File: src/rtl/imem_fill_pkg.sv
// Shared constants, FSM encoding and helpers for the I-cache line-refill responder.
// The optional last-line buffer is enabled with the IMEM_FILL_LBUF_EN macro.
package imem_fill_pkg;
  localparam int LINE_W = 512;
  localparam int WORD_W = 64;
  localparam int BEATS  = LINE_W / WORD_W;
  localparam int CNT_W  = $clog2(BEATS);
  localparam int OFFS   = $clog2(LINE_W / 8);
  localparam int WORD_B = WORD_W / 8;
  localparam int TAG_W  = 64 - OFFS;

  typedef enum logic [1:0] {
    S_IDLE  = 2'd0,
    S_REQ   = 2'd1,
    S_DONE  = 2'd2,
    S_DRAIN = 2'd3
  } state_e;

  function automatic logic [63:0] line_base(input logic [63:0] a);
    return {a[63:OFFS], {OFFS{1'b0}}};
  endfunction
endpackage

File: src/rtl/imem_fill_if.sv
// Refill bus bundle: cache-side line request/return plus the word-wide memory port.
// slave = the responder (imem_fill), master = the cache/memory environment.
interface imem_fill_if;
  import imem_fill_pkg::*;

  logic [63:0]       b_addr_i;
  logic              b_rd_i;
  logic [LINE_W-1:0] b_data_i;
  logic              b_dv_i;
  logic [63:0]       m_addr;
  logic              m_rd;
  logic [WORD_W-1:0] m_data;
  logic              m_ack;

  modport slave (
    input  b_addr_i, b_rd_i, m_data, m_ack,
    output b_data_i, b_dv_i, m_addr, m_rd
  );

  modport master (
    output b_addr_i, b_rd_i, m_data, m_ack,
    input  b_data_i, b_dv_i, m_addr, m_rd
  );
endinterface

File: src/rtl/imem_fill.sv
// Line-refill responder: fetches a cache line over BEATS word reads and returns it
// with a one-cycle b_dv_i pulse. IMEM_FILL_LBUF_EN adds a one-entry last-line hit path.
module imem_fill
  import imem_fill_pkg::*;
(
  input  logic        clk,
  input  logic        rst_n,
  imem_fill_if.slave  bus
);

  localparam logic [CNT_W-1:0] LAST = CNT_W'(BEATS - 1);

  state_e            state_q, state_d;
  logic [63:0]       base_q, base_d;
  logic [CNT_W-1:0]  cnt_q, cnt_d;
  logic [LINE_W-1:0] line_q, line_d;
  logic [63:0]       req_base;

  assign req_base     = line_base(bus.b_addr_i);
  assign bus.m_addr   = base_q + 64'(WORD_B) * 64'(cnt_q);
  assign bus.b_data_i = line_q;

`ifdef IMEM_FILL_LBUF_EN
  logic [TAG_W-1:0] tag_q, tag_d;
  logic             vld_q, vld_d;
  logic             hit;

  assign hit = vld_q && (tag_q == req_base[63:OFFS]);

  always_ff @(posedge clk or negedge rst_n) begin
    if (!rst_n) begin
      tag_q <= '0;
      vld_q <= 1'b0;
    end else begin
      tag_q <= tag_d;
      vld_q <= vld_d;
    end
  end
`endif

  always_ff @(posedge clk or negedge rst_n) begin
    if (!rst_n) begin
      state_q <= S_IDLE;
      base_q  <= '0;
      cnt_q   <= '0;
      line_q  <= '0;
    end else begin
      state_q <= state_d;
      base_q  <= base_d;
      cnt_q   <= cnt_d;
      line_q  <= line_d;
    end
  end

  always_comb begin
    state_d    = state_q;
    base_d     = base_q;
    cnt_d      = cnt_q;
    line_d     = line_q;
    bus.m_rd   = 1'b0;
    bus.b_dv_i = 1'b0;
`ifdef IMEM_FILL_LBUF_EN
    tag_d      = tag_q;
    vld_d      = vld_q;
`endif
    case (state_q)
      S_IDLE: begin
        if (bus.b_rd_i) begin
          base_d  = req_base;
          cnt_d   = '0;
          state_d = S_REQ;
`ifdef IMEM_FILL_LBUF_EN
          if (hit) state_d = S_DONE;
`endif
        end
      end
      S_REQ: begin
        bus.m_rd = 1'b1;
        if (!bus.b_rd_i) begin
          // Aborted fill: an ack in this same cycle closes the transfer, otherwise drain it.
          state_d = bus.m_ack ? S_IDLE : S_DRAIN;
`ifdef IMEM_FILL_LBUF_EN
          vld_d   = 1'b0;
`endif
        end else if (bus.m_ack) begin
          line_d[WORD_W*cnt_q +: WORD_W] = bus.m_data;
          cnt_d = (cnt_q == LAST) ? '0 : cnt_q + 1'b1;
          if (cnt_q == LAST) state_d = S_DONE;
`ifdef IMEM_FILL_LBUF_EN
          if (cnt_q == '0) vld_d = 1'b0;
`endif
        end
      end
      S_DONE: begin
        bus.b_dv_i = 1'b1;
        state_d    = S_IDLE;
`ifdef IMEM_FILL_LBUF_EN
        tag_d      = base_q[63:OFFS];
        vld_d      = 1'b1;
`endif
      end
      S_DRAIN: begin
        bus.m_rd = 1'b1;
        if (bus.m_ack) state_d = S_IDLE;
      end
      default: state_d = S_IDLE;
    endcase
  end

endmodule

File: src/flat_wrapper.sv
// flat-port wrapper written by rule: the top's interface ports become plain ports
module imem_fill_flat import imem_fill_pkg::*;
  (clk, rst_n, bus_b_addr_i, bus_b_rd_i, bus_m_data, bus_m_ack, bus_b_data_i, bus_b_dv_i, bus_m_addr, bus_m_rd);
  imem_fill_if bus_i ();
  input  logic clk;
  input  logic rst_n;
  input wire logic [$bits(bus_i.b_addr_i)-1:0] bus_b_addr_i;
  input wire logic [$bits(bus_i.b_rd_i)-1:0] bus_b_rd_i;
  input wire logic [$bits(bus_i.m_data)-1:0] bus_m_data;
  input wire logic [$bits(bus_i.m_ack)-1:0] bus_m_ack;
  output wire logic [$bits(bus_i.b_data_i)-1:0] bus_b_data_i;
  output wire logic [$bits(bus_i.b_dv_i)-1:0] bus_b_dv_i;
  output wire logic [$bits(bus_i.m_addr)-1:0] bus_m_addr;
  output wire logic [$bits(bus_i.m_rd)-1:0] bus_m_rd;
  assign bus_i.b_addr_i = bus_b_addr_i;
  assign bus_i.b_rd_i = bus_b_rd_i;
  assign bus_i.m_data = bus_m_data;
  assign bus_i.m_ack = bus_m_ack;
  assign bus_b_data_i = bus_i.b_data_i;
  assign bus_b_dv_i = bus_i.b_dv_i;
  assign bus_m_addr = bus_i.m_addr;
  assign bus_m_rd = bus_i.m_rd;
  imem_fill u_core (.clk(clk), .rst_n(rst_n), .bus(bus_i));
endmodule
File: config.mk
export PLATFORM = sky130hd
export DESIGN_NAME = imem_fill_flat
export DESIGN_NICKNAME = d
export VERILOG_FILES = /design/src/rtl/imem_fill_pkg.sv /design/src/rtl/imem_fill_if.sv /design/src/rtl/imem_fill.sv /design/src/flat_wrapper.sv
export SDC_FILE = /design/constraint.sdc
export NUM_CORES = 1
export LEC_CHECK = 0
export ABC_CLOCK_PERIOD_IN_PS = 7010
export BUFFER_PORTS_ARGS = -buffer_cell sky130_fd_sc_hd__buf_4
export CORE_AREA = 2 2 276 278
export CTS_CLUSTER_DIAMETER = 80
export CTS_CLUSTER_SIZE = 10
export DETAILED_ROUTE_END_ITERATION = 6
export DIE_AREA = 0 0 278 280
export PLACE_DENSITY = 0.54
export SLEW_MARGIN = 10
export SYNTH_ARGS = -nofsm -noshare
export SYNTH_HDL_FRONTEND = slang
export SYNTH_SLANG_ARGS = --single-unit
File: constraint.sdc
create_clock -name clk -period 7.01 [get_ports clk]
set_input_delay 1.402 -clock clk [delete_from_list [all_inputs] [get_ports clk]]
set_output_delay 1.402 -clock clk [all_outputs]
set_load 0.1 [all_outputs]
==> results of run 1 <==
[registers in the layout (all words and copies together) (netlist names)]
signal,count
u_core.cnt_q,3
u_core.base_q,58
u_core.bus.b_data_i,512
u_core.state_q,2
[power by group]
group	total (uW)	internal [uW]	switching, uW	leakage [uW]
combinational	7230	1460	5770	0.00830
sequential	4320	3950	365	0.00679
clock	3230	1840	1390	0.000939
[how the worst max path moves through the flow]
stage / slack [ns] / depth (start not counted) / end / startpoint
final: 3.07 / 7 / u_core.bus.b_data_i[461] / u_core.cnt_q[0]
after detailed placement: 2.85 / 5 / u_core.bus.b_data_i[6] / bus_m_ack
after floorplan: 3.48 / 11 / u_core.bus.b_data_i[388] / u_core.cnt_q[0]
after global routing: 2.86 / 7 / u_core.bus.b_data_i[451] / u_core.cnt_q[0]
after global placement: 2.88 / 5 / u_core.bus.b_data_i[43] / bus_m_ack
after CTS: 3.02 / 7 / u_core.bus.b_data_i[461] / u_core.cnt_q[0]
[cell type report]
class / count / area (um^2)
diodes: 1 / 2.50
clock buffers: 74 / 1820
clock inverters: 10 / 93.8
fillers: 7105 / 43300
inverters: 195 / 732
multi-input cells: 927 / 8130
flip-flops and latches: 575 / 14400
well taps: 978 / 1220
repair buffers: 726 / 5520
[critical path, delay by kind of cell (launching register included)]
| kind | cells | cell delay [ns] |
|---|---|---|
| simple gates | 2 | 1.35 |
| flops | 1 | 0.32 |
| mux | 1 | 0.41 |
| buf+inv | 3 | 1.13 |
| fa+ha+maj | 1 | 0.53 |
[metal layers]
layer  vias to the layer above  wire, um
met1                      8401     33100
met5                         -         0
met3                       136      6070
met4                         0      2670
li1                       7314         -
met2                       523     39900
[per-stage QoR]
step                worst slack (ns)   util
floorplan                       3.48      -
global placement                2.88  0.399
detailed placement              2.85  0.399
CTS                             3.02  0.424
global route                    2.86  0.424
finish                          3.07  0.424
[logic make-up after synthesis]
logic type / synth area share
AOI/OAI and AO/OA: 0.0158
adders and majority gates: 0.00264
buffers and inverters: 0.0540
DFF: 0.607
muxes: 0.258
other: 0.000158
and+or+nand+nor: 0.0620
[synthesized netlist by cell type, drive strengths merged, types with 5 or more instances]
library cell	instances	area share
nor2b	20	0.0053
o21ai	26	0.0055
nand3b	7	0.0022
ha	5	0.0026
nor2	8	0.0013
inv	195	0.031
and2	14	0.0037
nand2	216	0.034
buf	73	0.017
dfrtp	575	0.61
and3	25	0.0066
mux2i	191	0.081
o31ai	26	0.0082
clkbuf	36	0.0057
mux2	354	0.18
==> reports/metrics.csv, run 1 <==
stage,metric,value,unit
sta,Max Slew Vio Count,0,
detailed_routing,final wirelength,81700,um
detailed_routing,vias per cell,4.70,
hold_path,WHS Path Cells,1,
grt,vias in the first global route,17630,
synthesis,register area share after synthesis,0.607,
synthesis,cell area after synthesis,23700,um^2
flow_run,maxcap violations,0,
synthesis,Ys Warns,0,
synthesis,ys flop type,dfrtp_1,
hold_path,HP Class,flop to flop,
placed_design,placed cell count,3401,
setup_path,CP max stage delay,0.75,ns
sta,crit share post-route,0.563,
sta,WHS,0.505,ns
clocking,Worst-Skew Late Latency,0.59,ns
synthesis,Mapped Cells,1804,
sta,Worst-Margin Slew,1.14,ns
setup_path,RR Startpoint,u_core.cnt_q[0],
sta,fin crit period,3.94,ns
placed_design,Post-DP Area,30000,um^2
grt,global-route usage over all layers,0.206,
clocking,H-tree depth,3,
placed_design,DP HPWL,55600,um
hold_path,worst hold path endpoint,u_core.bus.b_data_i[498],
grt,met2 Track Usage GR,0.347,
sta,max frequency,0.254,GHz
sta,Final Hold Vio Count,0,
floorplanning,Site Rows,101,
grt,largest net degree at the start of global routing,141,
pwr,PnR Total Power,14800,uW
setup_path,RR Endpoint,u_core.bus.b_data_i[461],
sta,RSZ-0062 raised after global routing,false,
placed_design,I/O Buffers,700,
setup_path,CP Max Fanout,36,
floorplanning,IO Pins,710,
sta,Fin Setup TNS,0,ns
detailed_routing,initial DRC count,788,
setup_path,CP startpoint kind,flop,
setup_path,CP Data Arrival Time,4.42,ns
setup_path,R2R cell count,7,
clocking,Clock transition at path regs,0.06,ns
cells_and_area,final instance area,31900,um^2
floorplanning,Initial Util,0.315,
clocking,# resized after CTS,0,
clocking,Setup Buffers After CTS,0,
clocking,clk buf depth,3,
detailed_routing,antenna-violating nets left,0,
synthesis,syn avg cell area,13.1,um^2
setup_path,type of element capturing the critical path,flop,
setup_path,Most common cell on crit path,buf_4,
setup_path,"Req. time, crit path",7.49,ns
clocking,Root Driver,clkbuf_16,
setup_path,CP Class,flop to flop,
cells_and_area,final net count,2633,
grt,first-pass GRT wire length,119000,um
cells_and_area,"commonest cells after routing, fill and taps aside","buf_4 (720), dfrtp_1 (575), mux2_2 (294)",
floorplanning,Die Span X,278,um
detailed_routing,vias,16374,
synthesis,Post-synth EDFFs,0,
setup_path,Slowest cell on crit path,nand2b_1,
sta,# setup viols final,0,
floorplanning,Die Y,280,um
clocking,CTS tree,built,
sta,Final Skew,0.0214,ns
clocking,clk sink count,575,
cells_and_area,"commonest non-fill, non-tap cell in the layout",buf_4,
grt,met1 usage,0.249,
pwr,LEAKAGE,0.0160,uW
pwr,peak supply drop,376,uV
grt,Top Usage Layer GRT,met2,
clocking,total CTS buffers,71,
status,status,"complete, no violations",
clocking,hold_buf cts,0,
detailed_routing,post-DR wirelength/cell,23.4,um
synthesis,Yosys reg bits,575,
cells_and_area,Non-Filler Instances,3486,
grt,GRT Residual Overflow,0,
cells_and_area,share of cells above drive strength 1,0.471,
pwr,PD cells,463,nW/um^2
floorplanning,DIE AREA,77800,um^2
cells_and_area,P&R area growth vs syn,34.6,%
floorplanning,core area,75200,um^2
grt,initial antenna violation count,6,
placed_design,GPL Wtd Cong,0.769,
setup_path,Worst R2R Setup Slack,3.07,ns
detailed_routing,DRC viols,0,
detailed_routing,First-pass DRT Iterations,7,
grt,met3 GRT Util,0.0632,
synthesis,share of flip-flops with an asynchronous set or reset,1.00,
hold_path,source of the worst hold timing path,u_core.bus.b_data_i[498],
synthesis,Yosys cell types,39,
sta,Slew Limit Headroom,0.241,
setup_path,cell breakdown of the critical path,buf_4 > inv_1 > ha_1 > nand2b_1 > or3_4 > buf_4 > mux2_2,
Note: power is estimated with default switching activity, not from simulation.
==> inputs of run 2 (changes only) <==
- ABC_CLOCK_PERIOD_IN_PS: 7010 -> 3700
- clock period: 7.01 -> 3.7 ns (I/O delays scaled with it)
==> run 2 against run 1 <==
Against the previous run: sequential power grew 90%; sequential share of layout area shrank 0.40 points; count of clock-buffer cells in the layout shrank 2; non-clock buffer count grew 13; via count shrank 0.73%; flip-flop and latch count is the same; core utilization grew 0.38 points; routed wire length grew 0.27%; power grew 90%; global-route usage grew 0.17 points; fmax grew 19%; clock power grew 91%.
==> reports/metrics.csv, run 2 (synthesis results as in run 1) <==
stage,metric,value,unit,change
sta,# setup viols final,0,,unchanged
pwr,PD cells,873,nW/um^2,+89%
sta,Max Slew Vio Count,0,,unchanged
detailed_routing,vias,16255,,-0.73%
clocking,hold_buf cts,0,,unchanged
setup_path,CP Class,flop to flop,,
pwr,cell internal pwr,13800,uW,+90%
grt,vias in the first global route,17461,,-0.96%
sta,Worst-Margin Slew,1.16,ns,+0.0263 ns
floorplanning,DIE AREA,77800,um^2,unchanged
placed_design,GPL Wtd Cong,0.764,,-0.59%
cells_and_area,Storage cell area,14400,um^2,unchanged
floorplanning,Initial Util,0.315,,unchanged
detailed_routing,antenna-violating nets left,0,,unchanged
detailed_routing,initial DRC count,888,,+13%
cells_and_area,Fillers,7122,,+0.24%
clocking,total CTS buffers,69,,-2.8%
clocking,Worst-Skew Late Latency,0.61,ns,+0.02 ns
floorplanning,Die Y,280,um,unchanged
cells_and_area,share of cells above drive strength 1,0.474,,+0.00210
clocking,clk buf depth,3,,unchanged
floorplanning,core area,75200,um^2,unchanged
placed_design,I/O Buffers,700,,unchanged
clocking,Root Driver,clkbuf_16,,
flow_run,maxcap violations,0,,unchanged
grt,initial antenna violation count,4,,-2
status,status,"complete, no violations",,
cells_and_area,"commonest non-fill, non-tap cell in the layout",buf_4,,
detailed_routing,vias per cell,4.65,,-0.98%
sta,Final Skew,0.0219,ns,+0.000420 ns
cells_and_area,max FFs per register,512,,unchanged
setup_path,CP startpoint kind,flop,,
placed_design,DP HPWL,56500,um,+1.7%
setup_path,CP Max Fanout,64,,+78%
sta,Slew Limit Headroom,0.224,,-0.0176
pwr,Net Switching,14300,uW,+90%
clocking,clk sink count,575,,unchanged
setup_path,CP Data Arrival Time,3.80,ns,-0.62 ns
pwr,logic gate share of total power,0.489,,about the same
setup_path,"Req. time, crit path",4.17,ns,-3.32 ns
pwr,sequential power share,0.291,,about the same
detailed_routing,First-pass DRT Iterations,5,,-2
detailed_routing,DRC viols,0,,unchanged
pwr,peak supply drop,644,uV,+71%
detailed_routing,post-DR wirelength/cell,23.4,um,about the same
cells_and_area,Finished Core Util,0.428,,+0.00383
pwr,Sw Ratio,0.509,,about the same
sta,max frequency,0.301,GHz,+19%
hold_path,HP Class,input port to asynchronous set/reset pin,,
sta,crit share post-route,0.898,,+0.335
clocking,Setup Buffers After CTS,0,,unchanged
cells_and_area,final net count,2644,,+0.42%
grt,largest net degree at the start of global routing,75,,-47%
setup_path,type of element capturing the critical path,flop,,
detailed_routing,final wirelength,81900,um,+0.27%
cells_and_area,area of the multi-input gates,8130,um^2,unchanged
sta,Final Hold Vio Count,0,,unchanged
cells_and_area,"commonest cells after routing, fill and taps aside","buf_4 (719), dfrtp_1 (575), mux2_2 (294)",,
clocking,# resized after CTS,0,,unchanged
clocking,CTS tree,built,,
floorplanning,Site Rows,101,,unchanged
sta,fin crit period,3.32,ns,-0.622 ns
clocking,Clock transition at path regs,0.05,ns,about the same
cells_and_area,diode count,0,,-1
pwr,clock power share,0.220,,+0.002
sta,Fin Setup TNS,0,ns,unchanged
floorplanning,IO Pins,710,,unchanged
cells_and_area,P&R area growth vs syn,35.8,%,
sta,RSZ-0062 raised after global routing,false,,
pwr,LEAKAGE,0.0161,uW,+0.71%
grt,first-pass GRT wire length,120000,um,+0.92%
grt,global-route usage over all layers,0.208,,+0.00170
clocking,H-tree depth,3,,unchanged
grt,GRT Residual Overflow,0,,unchanged
floorplanning,Die Span X,278,um,unchanged
## run 2: cell count changes in the layout (fill, tap and decap cells not counted), sizes merged
cell,delta
buf,+13
bufinv,+1
clkbuf,-2
diode,-1
inv,-2
## run 2: final cells by class
cell class | instances | area share
sequential | 575 | 0.447
multi-input combinational | 927 | 0.252
timing repair buffer | 739 | 0.180
clock buffer | 72 | 0.0553
tap | 978 | 0.0380
inverter | 195 | 0.0227
clock inverter | 9 | 0.00466
## run 2: metrics by stage
step / std cells / setup slack [ns] / cell area, um^2 / power (uW) / hold slack (ns)
finish: 3495 / 0.379 / 32200 / 28100 / 0.135
global route: 3495 / 0.253 / 32200 / 29100 / 0.166
CTS: 3495 / 0.423 / 32200 / 28400 / 0.138
detailed placement: 3414 / 0.459 / 30300 / 22100 / 0.494
global placement: 3414 / 0.541 / 30300 / 22000 / 0.490
floorplan: 1806 / 0.171 / 23700 / 18800 / 0.444
## run 2: path summary, 6_finish.rpt
check	start	to	slack, ns	cells after the start
max in group asynchronous	rst_n	u_core.bus.b_data_i[210]	2.59	2
max reg2reg	u_core.cnt_q[1]	u_core.bus.b_data_i[507]	0.38	7
min	rst_n	u_core.bus.b_data_i[207]	0.14	1
min reg2reg	u_core.bus.b_data_i[341]	u_core.bus.b_data_i[341]	0.50	1
min in group clk	bus_b_addr_i[26]	u_core.base_q[26]	0.36	2
max	u_core.cnt_q[1]	u_core.bus.b_data_i[507]	0.38	7
## run 2: layer usage
layer  GRT usage  routed length, um  vias up
met5           0                  0        -
met4      0.0626               2060        0
met3      0.0635               6100      121
met2       0.354              40500      511
met1       0.252              33300     8303
li1            -                  -     7320
## run 2: worst max-delay path: stages (launching register included)
cell and delay (ns):
dfrtp_1 0.49, inv_1 0.08, ha_1 0.21, ha_1 0.44, or2_1 0.17, buf_4 0.33, or3_4 0.93, mux2_2 0.43
## run 2: power by group through the flow
stage               clock [uW]  sequential (uW)  combinational (uW)
floorplan                    0            16900                1810
global placement             0             8240               13800
detailed placement           0             8280               13800
CTS                       6350             8200               13800
global route              6610             8340               14100
finish                    6180             8190               13700
